$ cat src/rtl/mmu_param_pkg.sv
// Shared definitions for mmu_param: TLB entry layout, write-port layout, exception codes, FSM encoding.
`ifndef MMU_PARAM_DEFS_SVH
`define MMU_PARAM_DEFS_SVH
`define TLB_ENTRY_WIDTH        72
`define TLB_WRITE_STRUCT_WIDTH 79
`define EXC_CODE_WIDTH         5
`endif

package mmu_param_pkg;

    localparam int TLB_ENTRY_W = `TLB_ENTRY_WIDTH;
    localparam int TLB_WR_W    = `TLB_WRITE_STRUCT_WIDTH;
    localparam int EXC_W       = `EXC_CODE_WIDTH;

    // Entry layout, MSB to LSB: {VPN2[18:0], ASID[7:0], G, PFN0[19:0], D0, V0, PFN1[19:0], D1, V1}
    localparam int E_V1   = 0;
    localparam int E_D1   = 1;
    localparam int E_PFN1 = 2;
    localparam int E_V0   = 22;
    localparam int E_D0   = 23;
    localparam int E_PFN0 = 24;
    localparam int E_G    = 44;
    localparam int E_ASID = 45;
    localparam int E_VPN2 = 53;
    localparam int PFN_W  = 20;
    localparam int ASID_W = 8;
    localparam int VPN2_W = 19;

    // Write port layout: {enable, index[5:0], entry}
    localparam int TW_ENTRY   = 0;
    localparam int TW_INDEX   = 72;
    localparam int TW_INDEX_W = 6;
    localparam int TW_EN      = 78;

    typedef enum logic [EXC_W-1:0] {
        EC_TLB_MOD = 5'd1,
        EC_TLBL    = 5'd2,
        EC_TLBS    = 5'd3,
        EC_ADEL    = 5'd4,
        EC_ADES    = 5'd5,
        EC_NONE    = 5'd31
    } exc_code_t;

    typedef enum logic [1:0] {
        ST_IDLE  = 2'd0,
        ST_MERGE = 2'd1,
        ST_WRITE = 2'd2
    } mmu_state_t;

    function automatic logic sel_legal(input logic [3:0] sel);
        case (sel)
            4'b0001, 4'b0010, 4'b0100, 4'b1000,
            4'b0011, 4'b1100, 4'b1111: return 1'b1;
            default:                   return 1'b0;
        endcase
    endfunction

    function automatic logic [31:0] lane_merge(input logic [31:0] wdata,
                                               input logic [31:0] rdata,
                                               input logic [3:0]  sel);
        logic [31:0] m;
        for (int b = 0; b < 4; b++) begin
            m[8*b +: 8] = sel[b] ? wdata[8*b +: 8] : rdata[8*b +: 8];
        end
        return m;
    endfunction

endpackage

$ cat src/rtl/mmu_param_tlb_lookup.sv
// Combinational TLB search: lowest matching index wins, returns PA and writable flag.
// MMU_ASID_EN adds the ASID/G qualification; otherwise matching is global.
module tlb_lookup
    import mmu_param_pkg::*;
#(
    parameter int TLB_NR_ENTRY = 16,
    parameter int PAGE_BITS    = 12,
    parameter int PA_BITS      = 32,
    parameter int IDX_W        = $clog2(TLB_NR_ENTRY)
)(
    input  logic [TLB_NR_ENTRY-1:0][TLB_ENTRY_W-1:0] i_entries,
    input  logic [31:0]                              i_va,
    input  logic [ASID_W-1:0]                        i_asid,
    output logic                                     o_hit,
    output logic [IDX_W-1:0]                         o_index,
    output logic [PA_BITS-1:0]                       o_pa,
    output logic                                     o_writable
);
    localparam int VPN2_USED = 31 - PAGE_BITS;

    logic [TLB_NR_ENTRY-1:0] w_match;
    logic [TLB_NR_ENTRY-1:0] w_asid_ok;
    logic [TLB_ENTRY_W-1:0]  w_ent;
    logic                    w_odd;
    logic [PFN_W-1:0]        w_pfn;
    logic                    w_unused_ok;

    assign w_odd       = i_va[PAGE_BITS];
    assign w_unused_ok = ^{i_entries, i_asid};

    for (genvar k = 0; k < TLB_NR_ENTRY; k++) begin : g_ent
`ifdef MMU_ASID_EN
        assign w_asid_ok[k] = i_entries[k][E_G] ||
                              (i_entries[k][E_ASID +: ASID_W] == i_asid);
`else
        assign w_asid_ok[k] = 1'b1;
`endif
        assign w_match[k] = (i_entries[k][E_VPN2 +: VPN2_USED] == i_va[31:PAGE_BITS+1]) &&
                            (w_odd ? i_entries[k][E_V1] : i_entries[k][E_V0]) &&
                            w_asid_ok[k];
    end

    // Descending scan so the last assignment is the lowest matching index.
    always_comb begin
        o_hit   = 1'b0;
        o_index = '0;
        w_ent   = '0;
        for (int k = TLB_NR_ENTRY - 1; k >= 0; k--) begin
            if (w_match[k]) begin
                o_hit   = 1'b1;
                o_index = IDX_W'(k);
                w_ent   = i_entries[k];
            end
        end
    end

    assign w_pfn      = w_odd ? w_ent[E_PFN1 +: PFN_W] : w_ent[E_PFN0 +: PFN_W];
    assign o_writable = w_odd ? w_ent[E_D1] : w_ent[E_D0];
    assign o_pa       = PA_BITS'(({16'b0, w_pfn} << PAGE_BITS) | 36'(i_va[PAGE_BITS-1:0]));

endmodule

$ cat src/rtl/mmu_param.sv
// MMU with shared data/fetch device port, direct-mapped kseg window, TLB translation and
// read-modify-write for partial stores. MMU_ASID_EN enables ASID-qualified TLB matching.
module mmu_param
    import mmu_param_pkg::*;
#(
    parameter int TLB_NR_ENTRY = 16,
    parameter int PAGE_BITS    = 12,
    parameter int PA_BITS      = 32
)(
    input  logic                               clk,
    input  logic                               rst,
    input  logic                               ce,
    input  logic                               we_i,
    input  logic [3:0]                         sel,
    input  logic [31:0]                        addr,
    input  logic [31:0]                        data_i,
    output logic [31:0]                        data_o,
    output logic [31:0]                        data_inst,
    input  logic [31:0]                        addr_pc,
    input  logic [7:0]                         asid,
    input  logic [`TLB_WRITE_STRUCT_WIDTH-1:0] tlb_write_struct,
    output logic                               busy,
    output logic [`EXC_CODE_WIDTH-1:0]         exc_code,
    output logic [`EXC_CODE_WIDTH-1:0]         exc_code_pc,
    output logic [PA_BITS-1:0]                 dev_mem_addr,
    output logic [31:0]                        dev_mem_data_out,
    input  logic [31:0]                        dev_mem_data_in,
    output logic                               dev_mem_is_write,
    input  logic                               dev_mem_busy
);
    // state  | meaning
    // IDLE   | translate every cycle, accept stores, serve reads
    // MERGE  | partial store: fold device read data into unselected lanes
    // WRITE  | one-cycle device write strobe
    localparam int IDX_W = $clog2(TLB_NR_ENTRY);

    logic [TLB_NR_ENTRY-1:0][TLB_ENTRY_W-1:0] r_tlb;
    mmu_state_t          r_state, w_state_nxt;
    logic                r_is_write, w_is_write_nxt;
    logic [PA_BITS-1:0]  r_addr, w_addr_nxt;
    logic [31:0]         r_dout, w_dout_nxt;
    logic [3:0]          r_sel, w_sel_nxt;

    logic                w_d_lk_hit, w_d_lk_wr, w_pc_lk_hit, w_pc_wr;
    logic [IDX_W-1:0]    w_d_idx, w_pc_idx;
    logic [PA_BITS-1:0]  w_d_lk_pa, w_pc_lk_pa;
    logic                w_d_direct, w_pc_direct;
    logic                w_d_hit, w_d_wr, w_pc_hit;
    logic [PA_BITS-1:0]  w_d_pa, w_pc_pa;
    exc_code_t           w_exc, w_exc_pc;
    logic [IDX_W-1:0]    w_tlb_idx;
    logic                w_unused_top;

    tlb_lookup #(.TLB_NR_ENTRY(TLB_NR_ENTRY), .PAGE_BITS(PAGE_BITS), .PA_BITS(PA_BITS)) u_lk_data (
        .i_entries(r_tlb), .i_va(addr), .i_asid(asid),
        .o_hit(w_d_lk_hit), .o_index(w_d_idx), .o_pa(w_d_lk_pa), .o_writable(w_d_lk_wr)
    );

    tlb_lookup #(.TLB_NR_ENTRY(TLB_NR_ENTRY), .PAGE_BITS(PAGE_BITS), .PA_BITS(PA_BITS)) u_lk_fetch (
        .i_entries(r_tlb), .i_va(addr_pc), .i_asid(asid),
        .o_hit(w_pc_lk_hit), .o_index(w_pc_idx), .o_pa(w_pc_lk_pa), .o_writable(w_pc_wr)
    );

    // 0x8000_0000..0xBFFF_FFFF bypasses the TLB and is always writable.
    assign w_d_direct  = (addr[31:30] == 2'b10);
    assign w_pc_direct = (addr_pc[31:30] == 2'b10);
    assign w_d_hit     = w_d_direct | w_d_lk_hit;
    assign w_d_wr      = w_d_direct | w_d_lk_wr;
    assign w_d_pa      = w_d_direct ? PA_BITS'({3'b0, addr[28:0]}) : w_d_lk_pa;
    assign w_pc_hit    = w_pc_direct | w_pc_lk_hit;
    assign w_pc_pa     = w_pc_direct ? PA_BITS'({3'b0, addr_pc[28:0]}) : w_pc_lk_pa;

    always_comb begin
        w_exc = EC_NONE;
        if (ce) begin
            if (we_i) begin
                if (!w_d_hit)             w_exc = EC_TLBS;
                else if (!w_d_wr)         w_exc = EC_TLB_MOD;
                else if (!sel_legal(sel)) w_exc = EC_ADES;
            end else begin
                if (!w_d_hit)             w_exc = EC_TLBL;
                else if (!sel_legal(sel)) w_exc = EC_ADEL;
            end
        end
    end

    always_comb begin
        w_exc_pc = EC_NONE;
        if ((r_state == ST_IDLE) && !dev_mem_busy && !ce) begin
            if (addr_pc[1:0] != 2'b00) w_exc_pc = EC_ADEL;
            else if (!w_pc_hit)        w_exc_pc = EC_TLBL;
        end
    end

    always_comb begin
        w_state_nxt    = r_state;
        w_is_write_nxt = r_is_write;
        w_addr_nxt     = r_addr;
        w_dout_nxt     = r_dout;
        w_sel_nxt      = r_sel;
        unique case (r_state)
            ST_IDLE: begin
                w_is_write_nxt = 1'b0;
                w_addr_nxt     = ce ? w_d_pa : w_pc_pa;
                if (ce && we_i && !dev_mem_busy && (w_exc == EC_NONE)) begin
                    w_dout_nxt = data_i;
                    w_sel_nxt  = sel;
                    if (sel == 4'b1111) begin
                        w_is_write_nxt = 1'b1;
                        w_state_nxt    = ST_WRITE;
                    end else begin
                        w_state_nxt    = ST_MERGE;
                    end
                end
            end
            ST_MERGE: begin
                w_dout_nxt     = lane_merge(r_dout, dev_mem_data_in, r_sel);
                w_is_write_nxt = 1'b1;
                w_state_nxt    = ST_WRITE;
            end
            ST_WRITE: begin
                w_is_write_nxt = 1'b0;
                w_state_nxt    = ST_IDLE;
            end
            default: begin
                w_is_write_nxt = 1'b0;
                w_state_nxt    = ST_IDLE;
            end
        endcase
    end

    always_ff @(negedge clk or negedge rst) begin
        if (!rst) begin
            r_state    <= ST_IDLE;
            r_is_write <= 1'b0;
            r_addr     <= '0;
            r_dout     <= '0;
            r_sel      <= '0;
        end else begin
            r_state    <= w_state_nxt;
            r_is_write <= w_is_write_nxt;
            r_addr     <= w_addr_nxt;
            r_dout     <= w_dout_nxt;
            r_sel      <= w_sel_nxt;
        end
    end

    assign w_tlb_idx = tlb_write_struct[TW_INDEX +: IDX_W];

    always_ff @(negedge clk or negedge rst) begin
        if (!rst) begin
            r_tlb <= '0;
        end else if (tlb_write_struct[TW_EN]) begin
            r_tlb[w_tlb_idx] <= tlb_write_struct[TW_ENTRY +: TLB_ENTRY_W];
        end
    end

    assign w_unused_top     = ^{w_d_idx, w_pc_idx, w_pc_wr, tlb_write_struct};
    assign busy             = (r_state != ST_IDLE) || dev_mem_busy;
    assign exc_code         = w_exc;
    assign exc_code_pc      = w_exc_pc;
    assign dev_mem_addr     = r_addr;
    assign dev_mem_data_out = r_dout;
    assign dev_mem_is_write = r_is_write;
    assign data_o           = dev_mem_data_in;
    assign data_inst        = dev_mem_data_in;

endmodule

$ cat config.mk
export PLATFORM = sky130hd
export DESIGN_NAME = mmu_param
export DESIGN_NICKNAME = d
export VERILOG_FILES = /design/src/rtl/mmu_param_pkg.sv /design/src/rtl/mmu_param_tlb_lookup.sv /design/src/rtl/mmu_param.sv
export SDC_FILE = /design/constraint.sdc
export NUM_CORES = 2
export LEC_CHECK = 0
export ABC_AREA = 0
export CAP_MARGIN = 0
export CORE_MARGIN = 1.5
export CORE_UTILIZATION = 38
export DETAILED_ROUTE_END_ITERATION = 12
export GPL_TIMING_DRIVEN = 0
export PLACE_DENSITY_LB_ADDON = 0.3
export SLEW_MARGIN = 20
export SYNTH_ARGS = -nofsm -noshare
export SYNTH_HDL_FRONTEND = slang
export SYNTH_SLANG_ARGS = --single-unit
$ cat constraint.sdc
create_clock -name clk -period 5.85 [get_ports clk]
set_clock_uncertainty 0.1 [all_clocks]
set_input_delay 1.755 -clock clk [delete_from_list [all_inputs] [get_ports clk]]
set_output_delay 1.755 -clock clk [all_outputs]
set_load 0.05 [all_outputs]
== Word-level counts from Yosys, hierarchy flattened ==
Index checks and enable logic that the tools add are counted.
Storage, ports and cells
  logic and storage cells: 265
  bits of input ports: 224
  register bits after elaboration: 1223
Cells by class
  order comparisons: 2
  reductions and logical operators: 51
  multiplexer cells: 135
  equal/unequal tests: 48
  bitwise gates (word level): 5
Operators with widths (number)
  44-bit 2-to-1 mux: 32
  1152-bit bitwise mux: 1
  19-bit == test: 32
  72-bit demux with 4-bit select: 1
  32-bit 2-to-1 mux: 4
  1-bit 2-to-1 mux: 75
  72-bit 2-to-1 mux: 1
  32-bit by 12-bit bitwise OR with 32-bit output: 2
  32-bit one-hot mux with 2 select lines: 1
  5-bit 2-to-1 mux: 10
  20-bit 2-to-1 mux: 2
  1-bit logical AND: 38
  8-bit 2-to-1 mux: 4
  4-bit == test, second input constant: 3
  3-bit AND reduction: 4
  4-bit by 2-bit == test with 1-bit output, second input constant: 2
  2-bit inequality test, second input constant: 4
  7-bit OR reduction: 1
  2-bit nonzero test: 3
  5-bit == test, second input constant: 1
  4-bit by 5-bit less-than comparator with 1-bit output, second input constant: 1
  2-bit == test, second input constant: 2
  4-bit by 1-bit == test with 1-bit output, second input constant: 1
  4-bit by 3-bit == test with 1-bit output, second input constant: 1
  11 further kinds: 15

== Longest topological paths before layout ==
  depth in word-level cells: 33
  mapped depth: 17
  depth with buffers taken out: 11

== Hierarchy ==
Synthesis repeated with hierarchy kept, for this count alone.
Second synthesis, totals
  cell total of the unflattened synthesis: 6349
  area, all modules: 69113.8 µm²
Modules (own cells, without submodules)
  mmu_param: cells an instance 3093, instances 1, area each 47488.0 µm²
  tlb_lookup: cells an instance 1628, instances 2, area each 10812.9 µm²

==> impl_metrics.env <==
export IMPL_outcome="complete, but fails checks"
export IMPL_violations="setup timing"
export IMPL_setup_ws_ps=-3080
export IMPL_grt_pass1_wl_um=535000
export IMPL_maxSlewViolCount=0
export IMPL_cp_required_ps=3990
export IMPL_ir_drop_mv=0.309
export IMPL_cts_hold_buf=0
export IMPL_path_class="reg -> out"
export IMPL_post_place_ws_ps=-4720
export IMPL_cts_root_buffer="clkbuf_16"
export IMPL_utilization_pct=51.0
export IMPL_grt_max_degree=142
export IMPL_synth_largest_area_cell="dfrtn_1"
export IMPL_leakage_nw=34.9
export IMPL_crit_path_end_kind="output port"
export IMPL_synth_distinct_cells=88
export IMPL_final_cell_area_um2=83000
export IMPL_yosysMostFrequentCell="dfrtn_1"
export IMPL_routabilityCongestion=1.02
export IMPL_pin_count=364
export IMPL_clock_path_buffers=3
export IMPL_routedWlPerCell_um=46.0
export IMPL_die_h_um=407
export IMPL_cts_sinks=1079
export IMPL_finalWirelength_um=407000
export IMPL_synth_top_area_share_pct=43.4
export IMPL_rsz0062_at_grt="true"
export IMPL_post_place_cells=8442
export IMPL_ys_ff_latch=1079
export IMPL_path_clk_slew_ps=50
export IMPL_synth_area_per_cell_um2=10.4
export IMPL_min_path_type="reg -> reg"
export IMPL_area_delta_synth_final_pct=33.5
export IMPL_htree_levels=4
export IMPL_path_max_fanout=3
export IMPL_netlist_top_cells_area="dfrtn_1 (43%), mux2_2 (18%), xor2_1 (5.0%), xnor2_1 (3.6%), nand2_1 (2.5%)"
export IMPL_maxCapViolations=0
export IMPL_p_comb_share_pct=22.3
export IMPL_via_per_inst=6.76
export IMPL_p_sw_mw=8.69
export IMPL_start_kind="register"
export IMPL_grt_overflow_total=0
export IMPL_intPower_mw=17.5
export IMPL_via_count=59872
export IMPL_drt_first_pass_iters=8
export IMPL_whs_ps=328
export IMPL_async_reset_ff_share_pct=100
export IMPL_hold_viol=0
export IMPL_setup_violations_final=1445
export IMPL_placed_area_um2=72800
export IMPL_fin_total_pwr_mw=26.2
export IMPL_cts_tree="done"
export IMPL_worst_slew_pin_slew_ps=1290
export IMPL_max_slew_margin_rel_pct=13.9
export IMPL_worstPathArrival_ps=7080
export IMPL_nNetsFinal=6798
export IMPL_fin_cells=8857
export IMPL_fillers=14698
export IMPL_ys_top_cells_by_count="dfrtn_1 (1079), mux2_2 (1007), nand2_1 (407)"
export IMPL_synth_cells=5949
export IMPL_drt_iter0_drc=8885
export IMPL_yosys_warnings=0
export IMPL_synthesis_area_um2=62200
export IMPL_synthFlopType="dfrtn_1"
export IMPL_cts_inserted_buffers=137
export IMPL_finalSetupTns_ps=-653720
export IMPL_power_density_nw_per_um2=316
export IMPL_drcViolationCount=0
export IMPL_rows=148
export IMPL_core_area_um2=163000
export IMPL_track_usage_pct=47.7
export IMPL_die_w_um=407
export IMPL_synth_fp_nets=6173
export IMPL_antenna_found_initial=31
export IMPL_clock_latency_ps=760
export IMPL_antenna_left=0
export IMPL_pwr_share_clk_pct=34.1
export IMPL_dieArea_um2=166000
export IMPL_seq_power_share_pct=43.5
export IMPL_dp_hpwl_um=310000
export IMPL_synth_edf_count=0
export IMPL_initial_core_util_pct=38.2
export IMPL_io_buffers=302
export IMPL_grt_pass1_vias=58521
export IMPL_seq_area_frac_synth_pct=43.4
export IMPL_p_sw_share_pct=33.1
export IMPL_drive_gt1_share_pct=35.7
-- logic make-up after synthesis --
kind of cell | count (synthesis) | synth area share [%]
AOI/OAI and AO/OA | 1210 | 13.4
DFF | 1079 | 43.4
and+or+nand+nor | 1387 | 10.8
buffers and inverters | 607 | 4.77
muxes | 1058 | 19.1
xor gates and xnor gates | 608 | 8.57
-- sequential cells by signal, indices dropped and copies added (netlist names) --
name and count:
r_tlb 1008, dev_mem_is_write 1, dev_mem_data_out 32, r_sel 4, dev_mem_addr 32, r_state 2
-- worst max-delay path, cell delays in order (launching register included) --
cell      delay (ps)
dfrtn_1          500
buf_4            150
xnor2_1           50
nand4_1          130
nor2_4            90
and2_1           170
clkbuf_8         150
buf_12           130
buf_16           140
nor4_4           540
o211ai_1         370
nor4_1           270
and3_4           360
nor2_4            70
buf_6            120
buf_8            140
-- layout by cell type, fill, tap and decap left out, drive strengths merged, types with 29 or more instances in the layout --
cell           count
dfrtn           1079
mux2            1009
clkbuf           502
buf              483
nand2            407
xor2             352
nor2             312
clkdlybuf4s50    280
a21oi            264
o21ai            258
xnor2            256
nand3            173
nor4             132
nor3             106
o211ai            95
nand4             93
a221oi            87
o221ai            80
a31oi             58
a211oi            52
and3              50
mux2i             49
o21a              39
o2111ai           39
o32a              31
o22ai             29
-- power by group through the flow --
stage | combinational (mW) | sequential, mW | clock (mW)
after floorplan | 3.62 | 10.9 | 0
after global placement | 5.34 | 11.4 | 0
after detailed placement | 5.46 | 11.3 | 0
after CTS | 5.70 | 11.3 | 8.93
after global routing | 6.12 | 11.5 | 9.21
final | 5.86 | 11.4 | 8.96
-- final timing paths --
check / startpoint / end / slack (ps) / cells past startpoint
min in group asynchronous: rst / r_tlb[943] / 3610 / 1
worst min-delay path: dev_mem_addr[10] / dev_mem_addr[10] / 330 / 2
worst min register to register: dev_mem_addr[10] / dev_mem_addr[10] / 330 / 2
worst max-delay path: r_tlb[1074] / exc_code_pc[4] / -3080 / 15
max in group asynchronous: rst / r_tlb[1137] / -290 / 4
worst max register to register: r_tlb[1007] / dev_mem_addr[16] / 1580 / 12
-- cell type report --
class	instances	area (µm²)	area share (%)
Buffer	578	6150	7.42
Antenna cell	8	20.0	0.0241
Clock buffer	197	4030	4.86
Tap cell	2175	2720	3.28
Sequential cell	1079	27000	32.5
Timing Repair Buffer	494	4970	6.00
Clock inverter	42	532	0.641
Multi-Input combinational cell	4263	37400	45.1
Inverter	21	86.3	0.104
-- repair_timing --
item,4_1_cts,5_1_grt
endpoints found under the hold margin,0,0
buffers inserted,138,40
cloned,0,0
setup endpoints to repair,1491,1500
gates resized for setup,814,317
pin swaps,115,76
-- per-layer routing --
metal  share of wire [%]  up-vias  GRT usage [%]
met1                  39    31142           60.9
met3                  10     1286           12.3
met2                  41     4371           68.9
li1                    -    23053              -
met4                 9.6       20           36.7
met5               0.033        -              0
No activity file was read; power rests on OpenSTA's default activity.
